[config.mk]
export PLATFORM = sky130hd
export DESIGN_NAME = tm1638_responder
export DESIGN_NICKNAME = d
export VERILOG_FILES = /design/src/rtl/tm1638_pkg.sv /design/src/rtl/tm1638_pin_sync.sv /design/src/rtl/tm1638_responder.sv
export SDC_FILE = /design/constraint.sdc
export NUM_CORES = 1
export LEC_CHECK = 0
export BUFFER_PORTS_ARGS = -buffer_cell sky130_fd_sc_hd__buf_2
export CORE_UTILIZATION = 35
export DETAILED_ROUTE_END_ITERATION = 16
export SYNTH_ARGS = -nofsm -noshare
export SYNTH_HDL_FRONTEND = slang
export SYNTH_HIERARCHICAL = 1
export SYNTH_SLANG_ARGS = --single-unit
[constraint.sdc]
create_clock -name clk -period 5.3 [get_ports clk]
set_input_delay 0.53 -clock clk [delete_from_list [all_inputs] [get_ports clk]]
set_output_delay 0.53 -clock clk [all_outputs]
set_load 0.02 [all_outputs]
[src/rtl/tm1638_pkg.sv]
// TM1638 responder shared definitions.
// Command classes, data-command bit positions and FSM states.
package tm1638_pkg;

   localparam logic [1:0] CMD_DATA = 2'b01;
   localparam logic [1:0] CMD_DISP = 2'b10;
   localparam logic [1:0] CMD_ADDR = 2'b11;

   localparam int READ_BIT  = 1;
   localparam int FIXED_BIT = 2;

   typedef enum logic [2:0] {
      ST_IDLE   = 3'd0,
      ST_CMD    = 3'd1,
      ST_WDATA  = 3'd2,
      ST_RDATA  = 3'd3,
      ST_IGNORE = 3'd4
   } state_t;

endpackage

[src/rtl/tm1638_pin_sync.sv]
// TM1638 pin synchronizer and registered edge detector.
// Edge pulses and dio_sync are mutually aligned, SYNC_STAGES+1 clk after the pin.
module tm1638_pin_sync #(
   parameter int SYNC_STAGES = 2
) (
   input  logic clk,
   input  logic rst_n,
   input  logic stb_in,
   input  logic sclk_in,
   input  logic dio_in,
   output logic stb_fall,
   output logic stb_rise,
   output logic sclk_rise,
   output logic sclk_fall,
   output logic dio_sync
);

   logic [SYNC_STAGES-1:0] r_stb_sr;
   logic [SYNC_STAGES-1:0] r_clk_sr;
   logic [SYNC_STAGES-1:0] r_dio_sr;
   logic r_stb_d;
   logic r_clk_d;
   logic r_stb_fall;
   logic r_stb_rise;
   logic r_sclk_rise;
   logic r_sclk_fall;
   logic r_dio;
   logic w_stb;
   logic w_clk;
   logic w_dio;

   assign w_stb = r_stb_sr[SYNC_STAGES-1];
   assign w_clk = r_clk_sr[SYNC_STAGES-1];
   assign w_dio = r_dio_sr[SYNC_STAGES-1];

   assign stb_fall  = r_stb_fall;
   assign stb_rise  = r_stb_rise;
   assign sclk_rise = r_sclk_rise;
   assign sclk_fall = r_sclk_fall;
   assign dio_sync  = r_dio;

   // Synchronize pins (idle-high STB/SCLK) then register edge pulses
   always_ff @(posedge clk or negedge rst_n) begin
      if (!rst_n) begin
         r_stb_sr    <= '1;
         r_clk_sr    <= '1;
         r_dio_sr    <= '0;
         r_stb_d     <= 1'b1;
         r_clk_d     <= 1'b1;
         r_stb_fall  <= 1'b0;
         r_stb_rise  <= 1'b0;
         r_sclk_rise <= 1'b0;
         r_sclk_fall <= 1'b0;
         r_dio       <= 1'b0;
      end else begin
         r_stb_sr    <= {r_stb_sr[SYNC_STAGES-2:0], stb_in};
         r_clk_sr    <= {r_clk_sr[SYNC_STAGES-2:0], sclk_in};
         r_dio_sr    <= {r_dio_sr[SYNC_STAGES-2:0], dio_in};
         r_stb_d     <= w_stb;
         r_clk_d     <= w_clk;
         r_stb_fall  <= r_stb_d & ~w_stb;
         r_stb_rise  <= ~r_stb_d & w_stb;
         r_sclk_rise <= ~r_clk_d & w_clk;
         r_sclk_fall <= r_clk_d & ~w_clk;
         r_dio       <= w_dio;
      end
   end

endmodule

[src/rtl/tm1638_responder.sv]
// TM1638 chip-side responder: decodes controller commands,
// holds display RAM and control state, returns key-scan bytes.
module tm1638_responder
   import tm1638_pkg::*;
#(
   parameter int SYNC_STAGES = 2,
   parameter int KEY_BYTES   = 4
) (
   input  logic                   clk,
   input  logic                   rst_n,
   input  logic                   tm1638_stb_in,
   input  logic                   tm1638_clk_in,
   input  logic                   tm1638_dio_in,
   output logic                   tm1638_dio_out,
   output logic                   tm1638_dio_out_en,
   input  logic [8*KEY_BYTES-1:0] keys,
   input  logic [3:0]             ram_raddr,
   output logic [7:0]             ram_rdata,
   output logic                   display_on,
   output logic [2:0]             brightness,
   output logic                   protocol_error
);

   localparam int NBITS = 8 * KEY_BYTES;
   localparam int CW    = $clog2(NBITS + 1);

   logic w_stb_fall;
   logic w_stb_rise;
   logic w_sclk_rise;
   logic w_sclk_fall;
   logic w_dio;
   logic w_rx;
   logic w_last;
   logic [7:0] w_byte;

   state_t           r_state;
   logic [2:0]       r_bitcnt;
   logic [7:0]       r_shift;
   logic [3:0]       r_addr;
   logic             r_fixed;
   logic             r_read;
   logic [7:0]       r_ram [16];
   logic             r_disp_on;
   logic [2:0]       r_bright;
   logic             r_err;
   logic [NBITS-1:0] r_keys;
   logic [CW-1:0]    r_rcnt;
   logic             r_dout;
   logic             r_doen;

   tm1638_pin_sync #(
      .SYNC_STAGES(SYNC_STAGES)
   ) u_sync (
      .clk      (clk),
      .rst_n    (rst_n),
      .stb_in   (tm1638_stb_in),
      .sclk_in  (tm1638_clk_in),
      .dio_in   (tm1638_dio_in),
      .stb_fall (w_stb_fall),
      .stb_rise (w_stb_rise),
      .sclk_rise(w_sclk_rise),
      .sclk_fall(w_sclk_fall),
      .dio_sync (w_dio)
   );

   assign w_rx   = w_sclk_rise && (r_state != ST_IDLE)
                && (r_state != ST_RDATA);
   assign w_last = (r_bitcnt == 3'd7);
   assign w_byte = {w_dio, r_shift[7:1]};

   assign tm1638_dio_out    = r_dout;
   assign tm1638_dio_out_en = r_doen;
   assign ram_rdata         = r_ram[ram_raddr];
   assign display_on        = r_disp_on;
   assign brightness        = r_bright;
   assign protocol_error    = r_err;

   // Framing, byte assembly, command decode, RAM writes and key shift-out
   always_ff @(posedge clk or negedge rst_n) begin
      if (!rst_n) begin
         r_state   <= ST_IDLE;
         r_bitcnt  <= '0;
         r_shift   <= '0;
         r_addr    <= '0;
         r_fixed   <= 1'b0;
         r_read    <= 1'b0;
         r_disp_on <= 1'b0;
         r_bright  <= '0;
         r_err     <= 1'b0;
         r_keys    <= '0;
         r_rcnt    <= '0;
         r_dout    <= 1'b0;
         r_doen    <= 1'b0;
         for (int i = 0; i < 16; i++) r_ram[i] <= '0;
      end else if (w_stb_rise) begin
         r_state  <= ST_IDLE;
         r_bitcnt <= '0;
         r_shift  <= '0;
         r_dout   <= 1'b0;
         r_doen   <= 1'b0;
      end else if (w_stb_fall) begin
         r_state  <= ST_CMD;
         r_bitcnt <= '0;
         r_shift  <= '0;
         r_rcnt   <= '0;
      end else begin
         if (w_rx) begin
            r_bitcnt <= r_bitcnt + 3'd1;
            r_shift  <= w_byte;
         end
         if (w_rx && w_last) begin
            unique case (r_state)
               ST_CMD: begin
                  case (w_byte[7:6])
                     CMD_DATA: begin
                        r_read  <= w_byte[READ_BIT];
                        r_fixed <= w_byte[FIXED_BIT];
                        r_keys  <= keys;
                        r_rcnt  <= '0;
                        r_state <= w_byte[READ_BIT] ? ST_RDATA
                                                    : ST_IGNORE;
                     end
                     CMD_ADDR: begin
                        r_addr  <= w_byte[3:0];
                        r_state <= ST_WDATA;
                     end
                     CMD_DISP: begin
                        r_disp_on <= w_byte[3];
                        r_bright  <= w_byte[2:0];
                        r_state   <= ST_IGNORE;
                     end
                     default: begin
                        r_err   <= 1'b1;
                        r_state <= ST_IGNORE;
                     end
                  endcase
               end
               ST_WDATA: begin
                  r_ram[r_addr] <= w_byte;
                  if (!r_fixed) r_addr <= r_addr + 4'd1;
               end
               default: ;
            endcase
         end
         if ((r_state == ST_RDATA) && r_read && w_sclk_fall) begin
            if (r_rcnt < CW'(NBITS)) begin
               r_dout <= r_keys[0];
               r_doen <= 1'b1;
               r_keys <= r_keys >> 1;
               r_rcnt <= r_rcnt + 1'b1;
            end else begin
               r_dout <= 1'b0;
               r_doen <= 1'b0;
            end
         end
      end
   end

endmodule

==> metrics <==
IO Pins 56; number of fill cells 2435; gr ovfl total 0; Leakage Power 5.09 nW; cts-stage hold buffer count 0; number of synthesized flops with an enable pin 0; register bit total from synthesis 205; final-report setup violation count 0; Initial Util 35.6%; syn_area_per_cell 13.6 um^2; Required @ worst endpoint 4770 ps; post-route ant nets 0; R2R cell count 4; Mapped Cells 679; slack of the worst reg-to-reg path 2640 ps; startpoint types input port; smallest hold slack 120 ps; fin cells 1064; first-pass GRT wire length 31.6 mm; fmax 0.317 GHz; Synth Cell Area 9250 um^2; fraction of layout cells with a size suffix above 1 39.0%; most frequent cells in the layout 199 x dfrtp_1, 133 x mux2_2, 54 x buf_2; clock sinks 205; FF-to-FF End r_fixed$_DFFE_PN0P_; clk_lat worst skew 500 ps; Area growth, synth to finish 13.3%; commonest non-fill, non-tap cell in the layout dfrtp_1; CP endpoint kind primary output; DP Wirelength 12.2 mm; Die ar. 27100 um^2; dominant cell type by area after synthesis dfrtp_1; Post-Route WL 19.7 mm; wire length per cell 18.5 um; Peak VDD IR 0.218 mV; Worst-path clk slew 60 ps; H-tree lvl count 1; Layout Nets 766; clock skew 6.57 ps; critical-path cell list buf_2 -> buf_4 -> mux4_2 -> a22oi_1 -> nand2_1 -> buf_2; Yosys cell types 47; core region area 26000 um^2; Crit Path Max Fanout 21; placed cell count 1028; max incr delay on CP 590 ps; Total Power 3.22 mW; via count 5480; antenna violations before repair 0; most frequent CP cell buf_2; area of the multi-input gates 3730 um^2; Remaining DRCs 0; Inserted Clock Buffers 23; minimum clock period 3150 ps; placed cell area 9750 um^2; First-pass DRT Iterations 4; class of the worst hold path in2async; Clock Tree Buf Depth 3; asr flop ratio synth 100%; Synth top area share 53.9%; number of post-CTS setup repair buffers 0; antenna cells 0; Worst-Margin Slew 984 ps; slowest CP cell buf_2; synth top area cells dfrtp_1 54%, mux2_2 16%, mux4_2 7.8%; Tot GR Track Use 15.0%; sequential cell area fraction in the yosys report 55.6%; chip width 165 um; post-route cell area 10500 um^2; CTS tree done; Slew Viols, Final 0; DR vias/cell 5.15; RSZ-0062 raised after global routing false; register area 5140 um^2; Total Neg Setup Slack 0 ps; syn nets 727; cell row count 59; Final Hold Viols 0; number of synthesis warnings 6; ys flop type dfrtp_1; Critical R2R Launch r_shift[7]$_DFFE_PN0P_; Max Cap Viol 0; chip height 165 um; Worst Path Arrival 2620 ps; Clock Root Buffer clkbuf_16; Post-CTS Resized 0; Buffers on Ports 55; Initial DRC Count 293; routability cong. 0.700; critical path type in2out; period utilisation layout 59.4%; pin count of the biggest net entering global routing 117; vias in the first global route 5665; slew margin rel. 34.4%; status finished clean; Pwr per Cell Area 308 nW/um^2
## worst max-delay path by stage
stage / startpoint / end / slack, ps
after global placement: ram_raddr[0] / ram_rdata[1] / 2130
after floorplan: ram_raddr[0] / ram_rdata[1] / 2950
final: ram_raddr[0] / ram_rdata[5] / 2150
after CTS: ram_raddr[0] / ram_rdata[1] / 2090
after detailed placement: ram_raddr[0] / ram_rdata[1] / 2110
after global routing: ram_raddr[0] / ram_rdata[5] / 1980
## layer usage
metal,GRT usage [%],part of all wire [%],vias up
met5,0,0,-
met4,4.21,2.0,0
met3,1.93,3.3,26
met2,25.3,49,83
met1,20.3,46,2823
li1,-,-,2548
## metrics by stage
step                util (%)  setup slack [ps]
floorplan                  -              2950
CTS                     40.3              2090
finish                  40.3              2150
detailed placement      37.5              2110
global route            40.3              1980
global placement        37.5              2130
## Yosys cell counts (2+ instances only)
cell         n
mux2i_1     13
mux2_2     133
nand4b_1     2
and2b_2      4
dfstp_2      6
buf_1        2
buf_2       16
mux4_2      32
clkbuf_1    20
nand3_2      8
and2_1       3
o31ai_1      2
a21oi_1     41
o22ai_1     33
a22oi_1     16
buf_6        5
and3b_1      2
ha_1         7
inv_1       36
nand2b_1     3
o21ai_0      7
a2bb2oi_1    2
o21a_1       2
nand2_1     14
buf_4        5
nor3b_2      2
nand3_1      8
nor2b_1      7
dfrtp_1    199
nor2_1      21
and3_1      12
## sequential cells by signal, indices dropped and copies added, names as in the netlist, 2 cells and up
signal and flops:
r_ram 128, r_keys 32, r_shift 7, r_rcnt 6, r_addr 4, brightness 3
r_bitcnt 3, r_state 3, u_sync/r_clk_sr 2, u_sync/r_dio_sr 2, u_sync/r_stb_sr 2
## worst max-delay path, delay by kind of cell
family	cells	cell delay (ps)
AO/OA/AOI/OAI	1	310
AND/OR/NAND/NOR	1	80
buffers and inverters	3	1150
multiplexers	1	540
## final cells by class
class / instances / share of cell area, %
flip-flops and latches: 205 / 49.1
multi-input cells: 390 / 35.6
clock buffers: 33 / 6.24
well taps: 335 / 4.00
repair buffers: 62 / 3.21
inverters: 36 / 1.29
clock inverters: 3 / 0.621
## kinds of logic after synthesis
kind of cell,share of synthesized area (%)
buffers and inverters,4.24
AOI/OAI and AO/OA,7.17
adders and majority gates,0.947
and+or+nand+nor,6.47
xor gates and xnor gates,0.0947
DFF,55.6
muxes,25.5
## power by group
group | internal [mW] | switching [mW] | total (mW)
Sequential | 1.57 | 0.0125 | 1.59
Combinational | 0.0321 | 0.0675 | 0.0996
Clock | 0.941 | 0.596 | 1.54
Total | 2.55 | 0.676 | 3.22
No activity file was read; power rests on OpenSTA's default activity.
